File: src/rtl/hough_sweep_ctrl.sv
// hough_sweep_ctrl: sweeps line-stage m/c over a range, scores each candidate frame, keeps the best pair
module hough_sweep_ctrl #(
    parameter logic [7:0] M_MIN = 8'd0,
    parameter logic [7:0] M_MAX = 8'd7,
    parameter logic [7:0] C_MIN = 8'd0,
    parameter logic [7:0] C_MAX = 8'd15,
    parameter int SETTLE_FRAMES = 1,
    parameter int SCORE_W = 24
) (
    input  logic               Clk,
    input  logic               Reset,
    input  logic               Start,
    input  logic               Abort,
    input  logic [7:0]         PixelIn,
    input  logic               FrameIn,
    input  logic               LineIn,
    output logic [7:0]         M,
    output logic [7:0]         C,
    output logic               Busy,
    output logic               Done,
    output logic [7:0]         BestM,
    output logic [7:0]         BestC,
    output logic [SCORE_W-1:0] BestScore
);
    typedef enum logic [2:0] {IDLE, SETTLE, WAIT_SOF, ACCUM, UPDATE, DONE} state_t;
    localparam logic [3:0] SETTLE_LAST = 4'(SETTLE_FRAMES - 1);
    state_t state;
    logic frame_prev;
    logic [3:0] settle_cnt;
    logic [SCORE_W-1:0] score, score_sat;
    logic [SCORE_W:0] sum;
    logic sof, eof, valid, better, last;
    logic [7:0] win_m, win_c;
    always_comb begin
        sof = FrameIn & ~frame_prev;
        eof = ~FrameIn & frame_prev;
        valid = FrameIn & LineIn;
        sum = {1'b0, score} + (SCORE_W+1)'(PixelIn);
        score_sat = sum[SCORE_W] ? '1 : sum[SCORE_W-1:0];
        better = score > BestScore;
        win_m = better ? M : BestM;
        win_c = better ? C : BestC;
        last = (M == M_MAX) && (C == C_MAX);
    end
    always_ff @(posedge Clk) begin
        if (Reset) begin
            state <= IDLE;
            frame_prev <= 1'b0;
            settle_cnt <= '0;
            score <= '0;
            M <= M_MIN;
            C <= C_MIN;
            Busy <= 1'b0;
            Done <= 1'b0;
            BestM <= M_MIN;
            BestC <= C_MIN;
            BestScore <= '0;
        end else begin
            frame_prev <= FrameIn;
            Done <= 1'b0;
            if (state != IDLE && Abort) begin
                state <= IDLE;
                settle_cnt <= '0;
                score <= '0;
                M <= M_MIN;
                C <= C_MIN;
                Busy <= 1'b0;
                BestM <= M_MIN;
                BestC <= C_MIN;
                BestScore <= '0;
            end else begin
                case (state)
                    IDLE: if (Start) begin
                        M <= M_MIN;
                        C <= C_MIN;
                        BestM <= M_MIN;
                        BestC <= C_MIN;
                        BestScore <= '0;
                        settle_cnt <= '0;
                        Busy <= 1'b1;
                        state <= SETTLE;
                    end
                    // a partial frame in flight when m/c changed still closes with an EOF that counts
                    SETTLE: if (eof) begin
                        settle_cnt <= settle_cnt + 4'd1;
                        state <= settle_cnt == SETTLE_LAST ? WAIT_SOF : SETTLE;
                    end
                    WAIT_SOF: if (sof) begin
                        score <= valid ? SCORE_W'(PixelIn) : '0;
                        state <= ACCUM;
                    end
                    ACCUM: begin
                        if (valid) score <= score_sat;
                        if (eof) state <= UPDATE;
                    end
                    UPDATE: begin
                        if (better) begin
                            BestScore <= score;
                            BestM <= M;
                            BestC <= C;
                        end
                        if (last) begin
                            M <= win_m;
                            C <= win_c;
                            Busy <= 1'b0;
                            Done <= 1'b1;
                            state <= DONE;
                        end else begin
                            C <= C == C_MAX ? C_MIN : C + 8'd1;
                            M <= C == C_MAX ? M + 8'd1 : M;
                            settle_cnt <= '0;
                            state <= SETTLE;
                        end
                    end
                    DONE: state <= IDLE;
                    default: state <= IDLE;
                endcase
            end
        end
    end
endmodule

File: config.mk
export PLATFORM = sky130hd
export DESIGN_NAME = hough_sweep_ctrl
export DESIGN_NICKNAME = d
export VERILOG_FILES = /design/src/rtl/hough_sweep_ctrl.sv
export SDC_FILE = /design/constraint.sdc
export NUM_CORES = 1
export LEC_CHECK = 0
export ABC_AREA = 1
export CAP_MARGIN = 20
export CORE_MARGIN = 2
export CORE_UTILIZATION = 55
export CTS_BUF_LIST = sky130_fd_sc_hd__clkbuf_8
export CTS_CLUSTER_SIZE = 12
export DETAILED_ROUTE_END_ITERATION = 8
export GPL_TIMING_DRIVEN = 0
export PLACE_DENSITY_LB_ADDON = 0.3
export SETUP_SLACK_MARGIN = 0.2
export SLEW_MARGIN = 20
export SYNTH_ARGS = -nofsm -noshare
export SYNTH_HDL_FRONTEND = slang
export SYNTH_SLANG_ARGS = --single-unit
File: constraint.sdc
create_clock -name Clk -period 2.69 [get_ports Clk]
set_clock_uncertainty 0.05 [all_clocks]
set_input_delay 0.269 -clock Clk [delete_from_list [all_inputs] [get_ports Clk]]
set_output_delay 0.269 -clock Clk [all_outputs]
set_load 0.1 [all_outputs]
# Word level (Yosys, flattened, before mapping)
# Index checks and enable logic that the tools add are counted.
[classes]
n_reduce_logical = 17
n_mux = 34
magnitude_cmp = 1
bitwise = 6
n_addsub = 4
eq_ne = 15
[ops]
columns = ["op", "n"]
rows = [
  ["$mux W24", 5],
  ["$pmux W24 S2", 2],
  ["$mux W8", 8],
  ["$pmux W8 S2", 4],
  ["$add A24 B8 Y25", 1],
  ["$gt A24 B24 Y1", 1],
  ["$add A8 B1 Y8 const B", 2],
  ["$ne A2 B2 Y1 const B", 8],
  ["$mux W3", 5],
  ["$pmux W3 S5", 1],
  ["$mux W4", 3],
  ["$pmux W4 S3", 1],
  ["$reduce_and A3 Y1", 4],
  ["$eq A8 B3 Y1 const B", 1],
  ["$eq A8 B4 Y1 const B", 1],
  ["$reduce_and A4 Y1", 2],
  ["$eq A3 B2 Y1 const B", 2],
  ["$reduce_bool A3 Y1", 2],
  ["$add A4 B1 Y4 const B", 1],
  ["$logic_not A4 Y1", 1],
  ["$reduce_bool A2 Y1", 2],
  ["$and A1 B1 Y1", 3],
  ["$eq A3 B1 Y1 const B", 1],
  ["$eq A3 B3 Y1 const B", 1],
  ["10 further kinds", 15],
]
[totals]
ff_bits = 90
word_cells = 88
input_bits = 14
output_inout_bits = 58

# Depth between registers and ports, before layout
[depth]
word_depth = 4
ltp_mapped = 17

# Least setup slack after synthesis
# No wires, ideal clock.
[synth_timing]
kind = "register to register"
start = "register BestScore[23]"
end = "register BestScore[10]"
arrival_time_ns = 2.551
period_less_slack_ns = 2.734
stages_incl_launch_ff = 15
required_time_ns = 2.508
path_slack_ns = -0.044
cell_sequence = "dfxtp_1 > inv_1 > ha_1 > nand2_1 > nor2_2 > nand2_1 > nor2_4 > nand2_2 > nand3_4 > nand2_4 > nor2_8 > nor2_8 > buf_4 > nand2_1 > a21oi_1"
[synth_between]
elab_chain_cells = 3
[synth_rtl]
columns = ["item", "line", "rtl"]
rows = [
  ["start, declared", "23", "output logic [SCORE_W-1:0] BestScore"],
  ["start signal, assigned", "98", "BestScore <= score;"],
  ["$gt A24 B24 Y1", "40", "better = score > BestScore;"],
  ["$ne A2 B2 Y1 (no line)", "-", ""],
  ["$reduce_and A3 Y1 (no line)", "-", ""],
]
# No other way between the ends.
# A chain may end at the register's enable or synchronous reset.

# Worst setup path after layout
[layout_timing]
start = "register C[2]"
end = "output port C[2]"
[layout_lines]
columns = ["item", "line", "rtl"]
rows = [
  ["start, declared", "18", "output logic [7:0] C,"],
  ["start signal, assigned", "104", "C <= win_c;"],
  ["start signal, assigned", "109", "C <= C == C_MAX ? C_MIN : C + 8'd1;"],
]
# No word-level cell between the ends.

==> impl_metrics.tcl <==
set metrics [dict create \
    synth_cell_type_count 41 \
    routabilityCongestion 0.939 \
    sort_of_element_at_the_end_of_the_critical_path "output port" \
    synth_ff_type "dfxtp_1" \
    globalRouteTotalUtil 0.271 \
    slew_headroom 0.316 \
    n_antenna_cell 0 \
    netlist_area_um2 5680 \
    synth_seq_area_share 0.317 \
    worstHoldPathCells 5 \
    die_area_um2 11200 \
    dp_hpwl_um 10500 \
    pwr_density_cell_nw_per_um2 500 \
    drt-initial-drc-count 314 \
    placed_cells 1066 \
    vias_per_cell 5.31 \
    postSynthAreaPerCell_um2 6.60 \
    most-common-layout-cells "265 x nand2_1, 109 x a21oi_1, 95 x nand3_1" \
    initial_core_util 0.558 \
    static-leakage-power_uw 0.00269 \
    worstHoldStart "LineIn" \
    remaining_drc_errors 0 \
    final_period_minus_worst_setup_slack_ns 2.36 \
    cts_tree "done" \
    min_path_type "in2reg" \
    wire_per_inst_um 13.4 \
    first_pass_iters 7 \
    overflow 0 \
    setup-violations-final 0 \
    switching_share 0.361 \
    max-vdd-ir-drop_mv 0.544 \
    sequentialPowerShare 0.407 \
    postCtsHoldBufs 0 \
    setup_slack_ns 0.328 \
    timing_worst_slew_pin_value_ns 1.02 \
    worstReg2RegStart "score[0]" \
    worstReg2RegEnd "score[9]" \
    internal_power_uw 2190 \
    cap_viol_max_count 0 \
    fmax_mhz 423 \
    worst_hold_slack_ns 0.314 \
    critical_path.top_delay_family "buffers and inverters" \
    syn2layout_area_growth_pct 20.8 \
    design.final.nets 994 \
    worstSetupStartpointType "register" \
    final_cell_count_no_fill 1084 \
    design.portCount 72 \
    ff_latch_count_synth 90 \
    cts_num_sinks 90 \
    vias_in_the_first_global_route 5502 \
    timing.critical_path.buf_inv 1 \
    drive_above_1_share 0.0970 \
    filler_cell_count 920 \
    comb_power_share 0.284 \
    p_sw_uw 1240 \
    htree_num_levels 3 \
    slowest_delay_ns 1.20 \
    slowest_stage "clkdlybuf4s50_1" \
    max-clock-path-buffers 2 \
    category_of_the_critical_setup_timing_path "reg2out" \
    timing.critical_path.cells "clkdlybuf4s50_1" \
    synthesis.instances 860 \
    clockPowerShare 0.309 \
    antenna_left 0 \
    finalCritPeriodShare 0.878 \
    critPathArrivalTime_ns 2.04 \
    r2r_setup_slack_ns 0.35 \
    min_to "score[7]" \
    layout.area.seq_um2 1840 \
    core_area_um2 10200 \
    grt_pass1_wl_um 25000 \
    multi_input_comb_area_um2 3400 \
    fp.dieW_um 106 \
    timing.final.hold_violations 0 \
    finalMaxSlewViolations 0 \
    grt_max_degree 15 \
    synth.net_count 911 \
    vias 5756 \
    setup_repair_after_global_routing_missed_its_margin "yes" \
    critPathMaxFanout 7 \
    antenna_violations_before_repair 0 \
    synth_edf_count 0 \
    timing.critical_path.required_ns 2.37 \
    drt_wl_total_um 14600 \
    worstRegToRegCells 12 \
    fin_tns_setup_ns 0 \
    die_height_um 106 \
    clock_latency_ns 0.37 \
    clock-root-buffer "clkbuf_8" \
    clk_pin_slew_worst_paths_ns 0.10 \
    status "finished clean" \
    cts_made_buffers 9 \
    yosys_warnings 0 \
    detailedPlace.worstSlack_ns -0.172 \
    final_common_cell "nand2_1" \
    io_buffer_count 70 \
    row_count 37 \
    async_flop_share 0 \
]
## worst max path at each step
stage	start	end	slack, ns	cells past startpoint
final	C[2]	C[2]	0.33	1
after global placement	PixelIn[0]	score[2]	-0.15	12
after floorplan	C[1]	settle_cnt[2]	0.21	9
after CTS	PixelIn[0]	score[4]	0.21	12
after detailed placement	PixelIn[0]	score[4]	-0.17	12
after global routing	PixelIn[0]	score[9]	0.20	13
## state kept, by name, indices dropped and copies added, names as in the netlist
register    flops
BestC           8
Done            1
frame_prev      1
BestScore      24
M               8
BestM           8
C               8
settle_cnt      4
state           3
Busy            1
score          24
## Yosys cell counts, types with 3 or more instances
library cell	n	area [µm²]
nor3_1	9	45.0
inv_1	90	338
nor3b_1	3	22.5
a21oi_1	110	551
xor2_1	5	43.8
dfxtp_1	90	1800
nand2_1	267	1000
nand4_1	6	37.5
clkbuf_1	10	37.5
nand3_1	96	480
buf_4	7	52.6
nand3b_1	6	45.0
nor2_4	3	33.8
ha_1	36	450
o21ai_1	3	15.0
nand2_2	4	25.0
buf_2	5	25.0
o21ai_0	21	105
buf_1	4	15.0
xnor2_1	9	78.8
nor2_2	5	31.3
a21o_1	3	22.5
inv_2	6	22.5
nor2_1	38	143
## cells by family (layout without fill, tap and decap cells)
group | Yosys count | count (layout) | synth area share
XOR/XNOR | 14 | 14 | 0.0216
AND/OR/NAND/NOR | 447 | 447 | 0.352
AO/OA/AOI/OAI | 147 | 147 | 0.135
adder cells (fa/ha/maj) | 37 | 37 | 0.0828
buffers and inverters | 125 | 213 | 0.0912
flip-flops | 90 | 90 | 0.317
## power by group through the flow
stage	combinational [µW]	sequential, µW	clock [µW]
final	973	1400	1060
after global routing	1080	1400	1120
after CTS	941	1400	1060
after detailed placement	936	1430	0
after global placement	925	1430	0
after floorplan	646	1460	0
## tightest hold or removal path, stage by stage
cell and delay (ns):
clkbuf_2 0.16, nand3_1 0.10, a21oi_1 0.07, nand2_1 0.06, a21oi_1 0.05
## through the flow
| step | utilization | instance area, µm² | power (µW) |
|---|---|---|---|
| after CTS | 0.667 | 6800 | 3400 |
| after global placement | 0.646 | 6580 | 2350 |
| final | 0.673 | 6860 | 3430 |
| after floorplan | - | 5710 | 2110 |
| after global routing | 0.673 | 6860 | 3600 |
| after detailed placement | 0.646 | 6580 | 2360 |
## routing by layer
layer | track usage | vias up | routed length [µm]
li1 | - | 2974 | -
met1 | 0.342 | 2585 | 6430
met2 | 0.471 | 166 | 7030
met3 | 0.0315 | 31 | 785
met4 | 0.107 | 0 | 326
met5 | 0 | - | 0
## area by class of cell
| class | count | share of cell area |
|---|---|---|
| Buffer | 29 | 0.0233 |
| Clock buffer | 10 | 0.0201 |
| Clock inverter | 6 | 0.0119 |
| Inverter | 96 | 0.0525 |
| Multi-Input combinational cell | 645 | 0.495 |
| Sequential cell | 90 | 0.268 |
| Tap cell | 136 | 0.0248 |
| Timing Repair Buffer | 72 | 0.104 |
## timing repair
action | in CTS | in global routing
resized for setup | 0 | 14
setup endpoints to repair | 0 | 54
buffers inserted | 0 | 2
No activity file was read; power rests on OpenSTA's default activity.
